`src/rtl/pc_branch_unit.sv`:
```
// Fetch PC register and EX-stage branch/jump resolver for the RV32I core.
// Redirects fetch on taken transfers and halts on a misaligned target.
module pc_branch_unit #(
  parameter int                    DATA_WIDTH   = 32,
  parameter logic [DATA_WIDTH-1:0] RESET_VECTOR = '0
) (
  input  logic                  clk,
  input  logic                  rst_n,
  input  logic                  stall,
  input  logic                  valid_ex,
  input  logic                  branch,
  input  logic                  jump,
  input  logic                  jalr,
  input  logic [2:0]            funct3,
  input  logic [DATA_WIDTH-1:0] pc_ex,
  input  logic [DATA_WIDTH-1:0] imm_ex,
  input  logic [DATA_WIDTH-1:0] alu_result,
  input  logic                  zero,
  input  logic                  signedsmaller,
  input  logic                  unsignedsmaller,
  output logic [DATA_WIDTH-1:0] pc,
  output logic [DATA_WIDTH-1:0] pc_plus4,
  output logic                  taken,
  output logic                  flush,
  output logic                  trap,
  output logic [DATA_WIDTH-1:0] trap_pc,
  output logic                  dbg_state
);

  typedef enum logic {
    ST_RUN  = 1'b0,
    ST_HALT = 1'b1
  } state_e;

  state_e                state_q, state_d;
  logic [DATA_WIDTH-1:0] pc_q, pc_d;
  logic [DATA_WIDTH-1:0] trap_pc_q, trap_pc_d;

  logic                  cond_met;
  logic                  ctl_req;
  logic                  taken_w;
  logic                  misaligned;
  logic [DATA_WIDTH-1:0] br_target;
  logic [DATA_WIDTH-1:0] jalr_target;
  logic [DATA_WIDTH-1:0] target;

  // Flags come from a SUB of rs1 - rs2 issued by decode for every branch.
  always_comb begin
    cond_met = 1'b0;
    case (funct3)
      3'b000:  cond_met = zero;
      3'b001:  cond_met = ~zero;
      3'b100:  cond_met = signedsmaller;
      3'b101:  cond_met = ~signedsmaller;
      3'b110:  cond_met = unsignedsmaller;
      3'b111:  cond_met = ~unsignedsmaller;
      default: cond_met = 1'b0;
    endcase
  end

  assign br_target   = pc_ex + imm_ex;
  assign jalr_target = {alu_result[DATA_WIDTH-1:1], 1'b0};

  // JALR outranks JAL and branches when decode raises more than one.
  always_comb begin
    target = br_target;
    if (jalr) begin
      target = jalr_target;
    end
  end

  // valid_ex qualifies every EX field; with it low the flags are don't-care.
  assign ctl_req    = jalr | jump | (branch & cond_met);
  assign taken_w    = valid_ex & ctl_req & (state_q == ST_RUN);
  assign misaligned = taken_w & (target[1:0] != 2'b00);

  assign pc_plus4 = pc_q + DATA_WIDTH'(4);

  always_comb begin
    state_d   = state_q;
    pc_d      = pc_q;
    trap_pc_d = trap_pc_q;
    case (state_q)
      ST_RUN: begin
        if (misaligned) begin
          state_d   = ST_HALT;
          trap_pc_d = pc_ex;
        end else if (taken_w) begin
          pc_d = target;
        end else if (!stall) begin
          pc_d = pc_plus4;
        end
      end
      ST_HALT: begin
        state_d = ST_HALT;
      end
      default: begin
        state_d = ST_HALT;
      end
    endcase
  end

  always_ff @(posedge clk or negedge rst_n) begin
    if (!rst_n) begin
      state_q   <= ST_RUN;
      pc_q      <= RESET_VECTOR;
      trap_pc_q <= '0;
    end else begin
      state_q   <= state_d;
      pc_q      <= pc_d;
      trap_pc_q <= trap_pc_d;
    end
  end

  assign pc        = pc_q;
  assign taken     = taken_w;
  assign flush     = taken_w | misaligned | (state_q == ST_HALT);
  assign trap      = (state_q == ST_HALT);
  assign trap_pc   = trap_pc_q;
  assign dbg_state = (state_q == ST_HALT);

  a_halt_quiet: assert property (@(posedge clk) disable iff (!rst_n)
    (state_q == ST_HALT) |-> (flush && !taken));

  a_halt_sticky: assert property (@(posedge clk) disable iff (!rst_n)
    (state_q == ST_HALT) |=> (state_q == ST_HALT));

  a_halt_pc_frozen: assert property (@(posedge clk) disable iff (!rst_n)
    (state_q == ST_HALT) |=> (pc_q == $past(pc_q)));

  a_redirect: assert property (@(posedge clk) disable iff (!rst_n)
    (taken_w && !misaligned) |=> (pc_q == $past(target)));

endmodule

```
`config.mk`:
```
export PLATFORM = sky130hd
export DESIGN_NAME = pc_branch_unit
export DESIGN_NICKNAME = d
export VERILOG_FILES = /design/src/rtl/pc_branch_unit.sv
export SDC_FILE = /design/constraint.sdc
export NUM_CORES = 1
export LEC_CHECK = 0
export ABC_AREA = 1
export CAP_MARGIN = 30
export CELL_PAD_IN_SITES_DETAIL_PLACEMENT = 0
export CELL_PAD_IN_SITES_GLOBAL_PLACEMENT = 2
export CORE_MARGIN = 2
export CORE_UTILIZATION = 24
export CTS_BUF_LIST = sky130_fd_sc_hd__clkbuf_8
export CTS_CLUSTER_SIZE = 25
export DETAILED_ROUTE_END_ITERATION = 16
export GPL_TIMING_DRIVEN = 0
export MAX_ROUTING_LAYER = met4
export PLACE_DENSITY = 0.79
export SLEW_MARGIN = 20
export SYNTH_ARGS = -nofsm -noshare
export SYNTH_HDL_FRONTEND = slang
export SYNTH_SLANG_ARGS = --single-unit
```
`constraint.sdc`:
```
create_clock -name clk -period 2.12 [get_ports clk]
set_clock_uncertainty 0.2 [all_clocks]
set_input_delay 0.318 -clock clk [delete_from_list [all_inputs] [get_ports clk]]
set_output_delay 0.318 -clock clk [all_outputs]
set_load 0.005 [all_outputs]
```
# Word-level counts from Yosys, hierarchy flattened

Cells that the tools add are included.
W data, S select, Z words.

Bits of input ports: 109
Output and inout port bits: 100
Memories: 0
Word-level logic and storage cells: 34
Register bits: 65
Bits in latches: 0
Memory bits (read-only): 0
RAM bits: 0

Divide/modulo/power cells: 0
Shifts and indexed selects: 0
$add $sub $neg: 2
Bitwise gates (word level): 13
Order comparisons: 0
Reduce and logical (&&, ||, !) cells: 4
Mux-type cells: 6
Equality and inequality tests: 6
Multipliers: 0

Operators with widths:

| kind                    | count |
|---|---|
| $mux W32                | 3 |
| $add A32 B3 Y32 const B | 1 |
| $add A32 B32 Y32        | 1 |
| $eq A3 B3 Y1 const B    | 4 |
| $pmux W1 S6             | 1 |
| $not A1 Y1              | 5 |
| $and A1 B1 Y1           | 4 |
| $or A1 B1 Y1            | 4 |
| $eq A3 B1 Y1 const B    | 1 |
| $logic_not A3 Y1        | 1 |
| $reduce_and A3 Y1       | 1 |
| $ne A2 B1 Y1 const B    | 1 |
| $pmux W1 S2             | 1 |
| $reduce_and A2 Y1       | 1 |
| $reduce_bool A2 Y1      | 1 |
| $mux W1                 | 1 |

# Depth between registers and ports, before layout

Gate-level depths: netlist of run 1.

Depth after elaboration: 9
Mapped depth: 16
Gate-level depth less buffers: 16

# Worst setup path after synthesis of run 1

OpenSTA, ideal clock, no wires.

Path type: in2reg
From: in pc_ex[0]
To: reg pc_q[23] (netlist: pc[23])
Arrival: 1.850 ns
Setup time: 0.117 ns
Setup slack: -0.047 ns
Path buffers: 2
Data required time: 1.803 ns
Stages on the path: 12
Cells stage by stage: ha_1 inv_1 fa_1 inv_1 o21ai_0 nand2_1 nand4_4 nand3_1 buf_4 buf_6 nand2_1 nand2_1

Cells in the longest elaborated chain, start to end: 6
Elaborated cells on any way between the ends: 7
Those cells by class: add/sub (1); mux (2); bitwise (2); reduce/logical (2)

Ends and longest elaborated chain:

| item                               | line | RTL |
|---|---|---|
| start: declaration                 | 15   | `input logic [DATA_WIDTH-1:0] pc_ex,` |
| $add A32 B32 Y32 (*)               | 61   | `assign br_target = pc_ex + imm_ex;` |
| $mux W32 (*)                       | 67   | `if (jalr) begin` |
| $reduce_bool A2 Y1                 | 75   | `assign misaligned = taken_w & (target[1:0] != 2'b00);` |
| $and A1 B1 Y1                      | 75   |  |
| $not A1 Y1 (no source line)        | -    |  |
| $reduce_and A3 Y1 (no source line) | -    |  |
| end signal: assignment             | 110  | `pc_q <= pc_d;` |
| end: declaration                   | 36   | `logic [DATA_WIDTH-1:0] pc_q, pc_d;` |

Every way passes the cells marked *; elsewhere a longest branch is shown, timed or not.
A chain may end at the register's enable or synchronous reset.

# Worst setup path after layout of run 1

From: reg pc_q[9] (netlist: pc[9])
To: out pc_plus4[16]

Cells in the longest elaborated chain, start to end: 1

Ends and longest elaborated chain:

| item             | line | RTL |
|---|---|---|
| $add A32 B3 Y32  | 77   | `assign pc_plus4 = pc_q + DATA_WIDTH'(4);` |
| end: declaration | 22   | `output logic [DATA_WIDTH-1:0] pc_plus4,` |

Every way passes these cells.

==> impl_results.md, run 1 <==
- Clock slew at reported path FFs: 0.08 ns
- Hold slack: 0.04328 ns
- Fin. Hold Viols: 0
- Post-synthesis cell type count: 39
- Worst Tran Pin Value: 0.5880 ns
- Final setup viols: 31
- Critical path data required time: 1.60 ns
- Row count: 59
- Register area share after synthesis: 25.53%
- Die width: 166.9 µm
- Crit path time final: 2.529 ns
- Net Count, Synth: 1208
- Post-detail-place hpwl: 21410 µm
- Area growth from synthesis to layout: 88.65%
- #FFs+latches synth: 65
- Vias in the first global route: 8134
- DRC: 0
- Hold/Removal Path Class: input pin to register
- Outcome: complete, but fails checks
- Hold_sp: pc_ex[28]
- Total chip power: 3.854 mW
- Asr flop ratio synth: 100.0%
- Hold Path Stages: 3
- CP arrival: 2.01 ns
- Synth Warn #: 0
- Initial DRC Count: 479
- Dpl ws: -0.9124 ns
- First-pass GRT wire length: 44490 µm
- Total GRT Usage: 21.01%
- Max Clock Freq: 0.3954 GHz
- P per Cell Area: 320.6 nW/µm²
- Core area: 26060 µm²
- R2r setup slk: -0.18 ns
- Post-synth EDFFs: 0
- R2r startpoint: pc[6]
- Port bufs: 207
- H-Tree Depth: 3
- Die area: 27870 µm²
- Finished Layout Cells: 1779
- Final Max Tran Viols: 0
- Vias/cell: 4.565
- Met3 Use GR: 3.612%
- Met1 Resource Use GR: 26.70%
- Io pins: 209
- Setup WS post-layout: -0.4089 ns
- Worst rel slew slack: 60.80%
- Total number of vias: 8121
- Drt first pass iters: 6
- Die Y-Extent: 166.9 µm
- Clk_lat worst skew: 0.37 ns
- Longest Clk Path Bufs: 2
- Commonest non-fill, non-tap cell in the layout: nand2_1
- Fraction of layout cells with a size suffix above 1: 36.69%
- Largest net degree at the start of global routing: 43
- TritonCTS Buffers: 9
- Commonest non-fill, non-tap cells in the layout: 400 x nand2_1, 115 x inv_1, 110 x clkdlybuf4s50_1, 107 x buf_4, 60 x nand2_2
- Routed Antenna Nets: 0
- Initial antenna violation count: 2
- Violated checks: setup timing
- Setup CP Type: register to primary output
- CP Capture Type: primary output
- Max-cap viol count: 0
- Setup TNS: -7.989 ns
- Cells after Synth: 1066
- Placed cell area: 8904 µm²
- Routability Congestion: 0.8931
- Most Crowded Layer GR: met2
- Hold worst-path end: trap_pc[28]
- Initial Util: 24.45%
- Gr ovfl total: 0
- Most used DFF post-synth: dfrtp_1
- Worst reg-to-reg path cell count: 13
- Final period utilization: 119.3%
- Mapped Area: 6371 µm²
- Peak supply drop: 0.0001829 V
- Layout net count: 1579
- GRT met2 Usage: 34.44%
- Clock Sinks: 65
- TritonCTS clock tree: done
- Drt total wl: 29610 µm
- Placed cell count: 1609
- CP max FO: 3
- Mean Syn Cell Area: 5.977 µm²
- Critical path startpoint category: register
- Final Util: 46.12%
- Final instance area: 12020 µm²
- Worst r2r dst: pc[19]
- Drt wl/cell: 16.64 µm
- RSZ-0062 raised after global routing: yes
- Clk root buf: clkbuf_8
- Leakage Power: 6.065 nW
==> cells in the mapped netlist, drive strengths merged (9+ instances only) <==
master / n / share of area, %
dfrtp: 65 / 26
xor2: 19 / 2.6
clkbuf: 9 / 0.53
xnor2: 9 / 1.5
buf: 18 / 2.0
nor2: 82 / 5.4
nand3b: 12 / 1.4
nand2: 478 / 28
a21oi: 43 / 3.4
nand3: 71 / 5.9
nand4: 12 / 1.4
inv: 140 / 8.2
nor3: 21 / 2.2
o21ai: 32 / 2.5
ha: 32 / 6.3
==> per-layer routing <==
layer	vias up	wire length, µm	part of all wire [%]
met1	3765	13290	45
met4	0	686	2.3
li1	4067	-	-
met5	-	0	0
met2	246	14210	48
met3	43	1423	4.8
==> worst max-delay path, stage by stage, from the launching register on <==
cell	delay, ns
dfrtp_1	0.40
buf_6	0.12
nand2_4	0.08
inv_4	0.08
nand3_4	0.12
nor2_4	0.19
nand2_4	0.08
buf_6	0.12
buf_6	0.12
xor2_4	0.17
buf_2	0.15
==> flip-flops by register name, indices dropped and copies added, names as in the netlist <==
| signal | flops |
|---|---|
| dbg_state | 1 |
| pc | 32 |
| trap_pc | 32 |
==> power by group <==
group	internal, mW	switching (mW)	total (mW)
clock network	0.723	0.561	1.28
logic	0.594	0.737	1.33
registers	1.24	0	1.24
==> repair_timing <==
| item | 4_1_cts | 5_1_grt |
|---|---|---|
| cloned | 3 | 2 |
| hold buffers | 2 | 0 |
| endpoints found under the hold margin | 33 | 0 |
| resized for setup | 473 | 159 |
| setup endpoints to repair | 94 | 80 |
| pin swaps | 107 | 75 |
| setup buffers | 122 | 38 |
==> cells by family (layout without fill, tap and decap cells) <==
logic type | after synthesis | after routing | synth area share, %
XOR/XNOR | 28 | 28 | 4.085
AO/OA/AOI/OAI | 86 | 86 | 7.208
other | 0 | 2 | 0
adder cells (fa/ha/maj) | 33 | 33 | 6.599
AND/OR/NAND/NOR | 686 | 687 | 45.70
flip-flops | 65 | 65 | 25.53
buffers and inverters | 168 | 543 | 10.88
==> area by class of cell <==
class                      instances  area, µm²
buffer                            26      201.4
sequential                        65       1653
multi-input combinational        834       5595
tap                              335      419.2
inverter                         141      551.8
antenna                            2      5.005
clock inverter                     5      78.83
timing repair buffer             360       3363
clock buffer                      11      151.4
fill                            2633      14040
==> worst max path at each step <==
stage,from,end,slack [ns],cells after the start
finish,pc[9],pc_plus4[16],-0.41,10
CTS,pc[2],pc_plus4[18],-0.45,10
global route,pc[6],pc_plus4[30],-0.50,9
detailed placement,funct3[2],taken,-0.91,13
global placement,rst_n,pc[27],-1.88,1
floorplan,pc_ex[0],pc[23],0.002,12
(Power assumes the default switching activity.)
==> run 2, diff against run 1 <==
--- a/config.mk
+++ b/config.mk
@@ -15,7 +15,7 @@
 export CTS_CLUSTER_SIZE = 25
 export DETAILED_ROUTE_END_ITERATION = 16
 export GPL_TIMING_DRIVEN = 0
-export MAX_ROUTING_LAYER = met4
+export HOLD_SLACK_MARGIN = 0.05
 export PLACE_DENSITY = 0.79
 export SLEW_MARGIN = 20
 export SYNTH_ARGS = -nofsm -noshare
==> run 2 against run 1 <==
Compared with the run above:
- the flow still finishes with violations (setup timing)
- non-clock buffer count grew 1
- clock-buffer cell count is the same
- sequential cell count is the same
- clock power is essentially flat
- register-to-register slack is essentially flat
- cell area is essentially flat
- cell count is essentially flat
- critical endpoint unchanged
==> impl_results.md, run 2 (synthesized netlist as in run 1, its figures left out) <==
- Outcome: complete, but fails checks (unchanged)
- Violated checks: setup timing (unchanged)
- Die width: 166.9 µm (unchanged)
- Port bufs: 207 (unchanged)
- Core area: 26060 µm² (unchanged)
- CP Capture Point: pc_plus4[16] (unchanged)
- Fraction of layout cells with a size suffix above 1: 36.66% (was 36.69%)
- Max-cap viol count: 0 (unchanged)
- R2r setup slk: -0.18 ns (about the same)
- Routed Antenna Nets: 0 (unchanged)
- Total GRT Usage: 20.41% (was 21.01%)
- Critical path data required time: 1.60 ns (about the same)
- Clk root buf: clkbuf_8 (unchanged)
- Final instance area: 12030 µm² (was 12020 µm²)
- Hold/Removal Path Class: input pin to register (unchanged)
- Commonest non-fill, non-tap cells in the layout: 400 x nand2_1, 115 x inv_1, 110 x clkdlybuf4s50_1, 107 x buf_4, 60 x nand2_2 (unchanged)
- DRC: 0 (unchanged)
- Int Pwr: 2.556 mW (was 2.555 mW)
- Worst rel slew slack: 61.21% (was 60.80%)
- Max Clock Freq: 0.3945 GHz (was 0.3954 GHz)
- Total chip power: 3.859 mW (was 3.854 mW)
- CP max FO: 3 (unchanged)
- Final setup viols: 32 (was 31)
- Slowest CP cell: dfrtp_1 (unchanged)
- Final period utilization: 119.6% (was 119.3%)
- Initial antenna violation count: 2 (unchanged)
- Drt first pass iters: 4 (was 6)
- Largest net degree at the start of global routing: 43 (unchanged)
- Cell mode on critical path: buf_6 (unchanged)
- Final Max Tran Viols: 0 (unchanged)
- Leakage Power: 6.070 nW (was 6.065 nW)
- First-pass GRT wire length: 44520 µm (was 44490 µm)
- Clock Power Share: 33.4% (was 33.3%)
- Die area: 27870 µm² (unchanged)
- Crit path cell chain: buf_6 -> nand2_4 -> inv_4 -> nand3_4 -> nor2_4 -> nand2_4 -> buf_6 -> buf_6 -> xor2_4 -> buf_2 (unchanged)
- Initial Util: 24.45% (unchanged)
- CP arrival: 2.02 ns (was 2.01 ns)
- RSZ-0062 raised after global routing: yes (unchanged)
- R2r startpoint: pc[6] (unchanged)
- Die Y-Extent: 166.9 µm (unchanged)
- TritonCTS Buffers: 9 (unchanged)
- Setup CP Type: register to primary output (unchanged)
- Finished Layout Cells: 1780 (was 1779)
- H-Tree Depth: 3 (unchanged)
- Peak supply drop: 0.0001862 V (was 0.0001829 V)
- P_sw: 1.303 mW (was 1.299 mW)
- Sequential power share: 32.1% (about the same)
- Row count: 59 (unchanged)
- Io pins: 209 (unchanged)
- Post-detail-place hpwl: 21410 µm (unchanged)
- Switching share of power: 33.77% (was 33.70%)
- Clock Sinks: 65 (unchanged)
- Initial DRC Count: 498 (was 479)
- Total number of vias: 8078 (was 8121)
- Critical path startpoint category: register (unchanged)
- CP peak stage delay: 0.40 ns (about the same)
- CP Launch Point: pc[9] (unchanged)
- Placed cell area: 8904 µm² (unchanged)
- Layout net count: 1580 (was 1579)
- P per Cell Area: 320.8 nW/µm² (was 320.6 nW/µm²)
- Longest Clk Path Bufs: 2 (unchanged)
- Drt total wl: 29630 µm (was 29610 µm)
- Placed cell count: 1609 (unchanged)
- Setup WS post-layout: -0.4149 ns (was -0.4089 ns)
- Vias in the first global route: 8126 (was 8134)
- Drt wl/cell: 16.65 µm (was 16.64 µm)
- TritonCTS clock tree: done (unchanged)
- Crit path time final: 2.535 ns (was 2.529 ns)
- Gate power share: 34.5% (about the same)
- Worst reg-to-reg path cell count: 13 (unchanged)
- Routability Congestion: 0.8786 (was 0.8931)
- Clock slew at reported path FFs: 0.09 ns (was 0.08 ns)
- Fin. Hold Viols: 0 (unchanged)
- Worst r2r dst: pc[19] (unchanged)
- Worst Tran Pin Value: 0.5819 ns (was 0.5880 ns)
- Gr ovfl total: 0 (unchanged)
- Commonest non-fill, non-tap cell in the layout: nand2_1 (unchanged)
- Clk_lat worst skew: 0.37 ns (about the same)
- CP Capture Type: primary output (unchanged)
- Vias/cell: 4.538 (was 4.565)
- Area growth from synthesis to layout: 88.81% (was 88.65%)
[run 2: cell count changes in the layout (fill, tap and decap cells not counted)]
cell / delta
dlygate4sd3_1: +1
[run 2: what timing repair did]
action / 4_1_cts / 5_1_grt
cloned: 3 / 2
pin swaps: 107 / 75
endpoints found under the setup margin: 94 / 80
setup buffers: 122 / 38
resized for setup: 473 / 159
hold buffers: 2 / 1
endpoints found under the hold margin: 66 / 1
[run 2: worst min path at each step]
stage	from	endpoint	slack, ns	cells past startpoint
2_1_floorplan	rst_n	dbg_state	-0.18	0
3_3_place_gp	trap_pc[19]	trap_pc[19]	0.26	2
3_5_place_dp	rst_n	trap_pc[31]	0.06	1
4_1_cts	pc_ex[1]	trap_pc[1]	0.13	3
5_1_grt	pc_ex[1]	trap_pc[1]	0.06	3
6_report	pc_ex[28]	trap_pc[28]	0.05	3
[run 2: through the flow]
stage | hold WS (ns) | setup TNS (ns) | utilization, % | setup WS (ns)
3_5_place_dp | 0.05747 | -57.97 | 34.17 | -0.9124
4_1_cts | 0.1296 | -8.047 | 43.18 | -0.4478
6_report | 0.04506 | -8.098 | 46.16 | -0.4149
3_3_place_gp | 0.2629 | -179.45 | 34.07 | -1.877
5_1_grt | 0.05954 | -11.58 | 46.16 | -0.5041
2_1_floorplan | -0.1776 | 0 | - | 0.002180
[run 2: critical path: cells and delay by family (launching register included)]
family	cells	cell delay, ns
buf+inv	5	0.60
simple gates	4	0.48
flops	1	0.40
xor+xnor	1	0.17
[run 2: area by class of cell]
type | count | area, µm²
tap | 335 | 419.2
inverter | 141 | 551.8
fill | 2632 | 14030
multi-input combinational | 834 | 5595
sequential | 65 | 1653
timing repair buffer | 361 | 3373
antenna | 2 | 5.005
clock buffer | 11 | 151.4
buffer | 26 | 201.4
clock inverter | 5 | 78.83
[run 2: layer usage]
metal	global-route usage, %	wire (µm)	up-vias
li1	-	-	4067
met1	26.47	13190	3731
met2	34.37	14210	240
met3	4.087	1550	40
met4	5.810	682	0
met5	0	0	-
[run 2: power by group through the flow]
stage               Sequential (mW)  Clock [mW]  Combinational (mW)
floorplan                      1.26           0               0.536
global placement               1.26           0               0.980
detailed placement             1.26           0               0.988
CTS                            1.24        1.31                1.22
global route                   1.24        1.37                1.48
finish                         1.24        1.29                1.33
==> run 3, diff against run 2 <==
--- a/config.mk
+++ b/config.mk
@@ -10,13 +10,14 @@
 export CELL_PAD_IN_SITES_DETAIL_PLACEMENT = 0
 export CELL_PAD_IN_SITES_GLOBAL_PLACEMENT = 2
 export CORE_MARGIN = 2
-export CORE_UTILIZATION = 24
+export CORE_UTILIZATION = 30
 export CTS_BUF_LIST = sky130_fd_sc_hd__clkbuf_8
 export CTS_CLUSTER_SIZE = 25
 export DETAILED_ROUTE_END_ITERATION = 16
+export DONT_BUFFER_PORTS = 1
 export GPL_TIMING_DRIVEN = 0
 export HOLD_SLACK_MARGIN = 0.05
-export PLACE_DENSITY = 0.79
+export PLACE_DENSITY = 0.72
 export SLEW_MARGIN = 20
 export SYNTH_ARGS = -nofsm -noshare
 export SYNTH_HDL_FRONTEND = slang
==> run 3 against run 2 <==
Compared with the run above:
- the run still ends with setup timing left
- non-clock buffer count decreased by 274
- clock power decreased by 15%
- die area decreased by 20%
- clock-buffer cell count decreased by 1
- critical path type unchanged
- largest power group is now registers
==> impl_results.md, run 3 (synthesized netlist as in run 1, its figures left out) <==
- Reg area: 1655 µm² (was 1653 µm²)
- Crit path time final: 2.434 ns (was 2.535 ns)
- Routability Congestion: 0.8458 (was 0.8786)
- Routed Antenna Nets: 0 (unchanged)
- P per Cell Area: 377.2 nW/µm² (was 320.8 nW/µm²)
- Clk root buf: clkbuf_8 (unchanged)
- First-pass GRT wire length: 37380 µm (was 44520 µm)
- Drt wl/cell: 17.18 µm (was 16.65 µm)
- Commonest non-fill, non-tap cell in the layout: nand2_1 (unchanged)
- Max-cap viol count: 0 (unchanged)
- Buf/Inv on CP: 1 (was 5)
- Gr ovfl total: 0 (unchanged)
- Initial antenna violation count: 1 (was 2)
- Longest Clk Path Bufs: 2 (unchanged)
- Final setup viols: 24 (was 32)
- Initial DRC Count: 292 (was 498)
- Max Clock Freq: 0.4108 GHz (was 0.3945 GHz)
- Final period utilization: 114.8% (was 119.6%)
- Cell mode on critical path: nor2_4 (was buf_6)
- Crit path cell chain: nand2_1 -> nor2_4 -> nand2_2 -> nor2_4 -> and3_4 -> xor2_4 -> inv_2 (was buf_6 -> nand2_4 -> inv_4 -> nand3_4 -> nor2_4 -> nand2_4 -> buf_6 -> buf_6 -> xor2_4 -> buf_2)
- Fraction of layout cells with a size suffix above 1: 18.73% (was 36.66%)
- Setup CP Type: register to primary output (unchanged)
- CP peak stage delay: 0.50 ns (was 0.40 ns)
- Clk_lat worst skew: 0.37 ns (about the same)
- CP Capture Type: primary output (unchanged)
- H-Tree Depth: 3 (unchanged)
- Post-detail-place hpwl: 19630 µm (was 21410 µm)
- Total chip power: 3.192 mW (was 3.859 mW)
- TritonCTS Buffers: 9 (unchanged)
- Setup WS post-layout: -0.3145 ns (was -0.4149 ns)
- Hold/Removal Path Class: input pin to register (unchanged)
- Clock Sinks: 65 (unchanged)
- Fin. Hold Viols: 0 (unchanged)
- Hold slack: 0.05911 ns (was 0.04506 ns)
- Worst rel slew slack: 61.98% (was 61.21%)
- Setup TNS: -4.630 ns (was -8.098 ns)
- Total GRT Usage: 21.81% (was 20.41%)
- Slowest CP cell: dfrtp_2 (was dfrtp_1)
- Largest net degree at the start of global routing: 66 (was 43)
- Peak supply drop: 0.0002385 V (was 0.0001862 V)
- Outcome: complete, but fails checks (unchanged)
- TritonCTS clock tree: done (unchanged)
- CP arrival: 1.92 ns (was 2.02 ns)
- Die area: 22420 µm² (was 27870 µm²)
- Vias in the first global route: 6949 (was 8126)
- Drt total wl: 24820 µm (was 29630 µm)
- Io pins: 209 (unchanged)
- Die width: 149.7 µm (was 166.9 µm)
- Final Max Tran Viols: 0 (unchanged)
- Violated checks: setup timing (unchanged)
- Dpl ws: -0.3409 ns (was -0.9124 ns)
- Area growth from synthesis to layout: 32.84% (was 88.81%)
- Commonest non-fill, non-tap cells in the layout: 447 x nand2_1, 125 x inv_1, 66 x nor2_1, 58 x nand3_1, 48 x dlygate4sd3_1 (was 400 x nand2_1, 115 x inv_1, 110 x clkdlybuf4s50_1, 107 x buf_4, 60 x nand2_2)
- Fill cell count: 2344 (was 2632)
- Initial Util: 30.40% (was 24.45%)
- Drt first pass iters: 5 (was 4)
- Top cell family by delay on the critical path: simple AND/OR/NAND/NOR gates (was buffers and inverters)
- Critical path data required time: 1.60 ns (about the same)
- Critical path startpoint category: register (unchanged)
- Leakage Power: 4.395 nW (was 6.070 nW)
- RSZ-0062 raised after global routing: yes (unchanged)
- DRC: 0 (unchanged)
- CP max FO: 7 (was 3)
- Final Util: 40.39% (was 46.16%)
- Total number of vias: 6816 (was 8078)
- Row count: 53 (was 59)
- Clock slew at reported path FFs: 0.08 ns (was 0.09 ns)
- Multi-input gate area in the final layout: 4727 µm² (was 5595 µm²)
- Port bufs: 0 (was 207)
- Vias/cell: 4.717 (was 4.538)
- Die Y-Extent: 149.7 µm (was 166.9 µm)
- Layout net count: 1306 (was 1580)
- Worst Tran Pin Value: 0.5703 ns (was 0.5819 ns)
- Core area: 20960 µm² (was 26060 µm²)
-- run 3: cell types whose count changed in the layout (fill, tap and decap cells not counted), sizes merged --
cell           previous run  this run
clkdlybuf4s50           110         0
dlygate4sd2              37         0
dlymetal6s2s             20         0
clkinv                    1         3
diode                     2         1
buf                     202        55
bufinv                    2         1
bufbuf                    2         0
clkdlybuf4s15             3         0
inv                     139       143
clkinvlp                  4         0
dlygate4sd3               3        48
clkbuf                   21        20
-- run 3: layout make-up --
class,count,area share [%]
inverters,141,6.431
clock buffers,10,1.626
clock inverters,6,0.6061
flip-flops and latches,65,19.56
diodes,1,0.02957
well taps,275,4.066
multi-input cells,834,55.85
plain buffers,27,2.144
repair buffers,86,9.684
-- run 3: power by group --
part | total (mW) | internal, mW | switching, mW
registers | 1.24 | 1.24 | 0
logic | 0.854 | 0.314 | 0.539
clock network | 1.10 | 0.560 | 0.541
-- run 3: path summary, 6_finish.rpt --
check	from	end	slack [ns]	cells past startpoint
max	pc[8]	pc_plus4[19]	-0.31	7
min	alu_result[12]	pc[12]	0.06	6
max reg2reg	pc[2]	pc[20]	-0.01	14
min reg2reg	trap_pc[4]	trap_pc[4]	0.31	2
max in group asynchronous	rst_n	pc[21]	1.11	2
min in group asynchronous	rst_n	trap_pc[9]	0.28	2
-- run 3: routing by layer --
metal	share of wire, %	routed length [µm]	GRT usage, %
met2	48	11920	37.57
met1	44	10970	27.81
met4	1.5	380	5.094
met5	0	0	0
met3	6.2	1547	4.848
-- run 3: repair_timing --
item | CTS | global route
buffers inserted | 26 | 20
setup endpoints to repair | 38 | 85
cloned | 0 | 2
endpoints found under the hold margin | 111 | 2
hold buffers | 48 | 1
gates resized for setup | 92 | 95
pin swaps | 29 | 48
-- run 3: metrics by stage --
stage / instance area, µm² / cells
floorplan: 6387 / 1066
global placement: 6731 / 1341
detailed placement: 6731 / 1341
CTS: 7955 / 1426
global route: 8463 / 1445
finish: 8463 / 1445
-- run 3: worst register-to-register path, delay by kind of cell (launching register included) --
kind / cells / cell delay [ns]
xor gates and xnor gates: 1 / 0.14
DFF: 1 / 0.44
buffers and inverters: 4 / 0.44
adders and majority gates: 1 / 0.17
and+or+nand+nor: 8 / 0.61
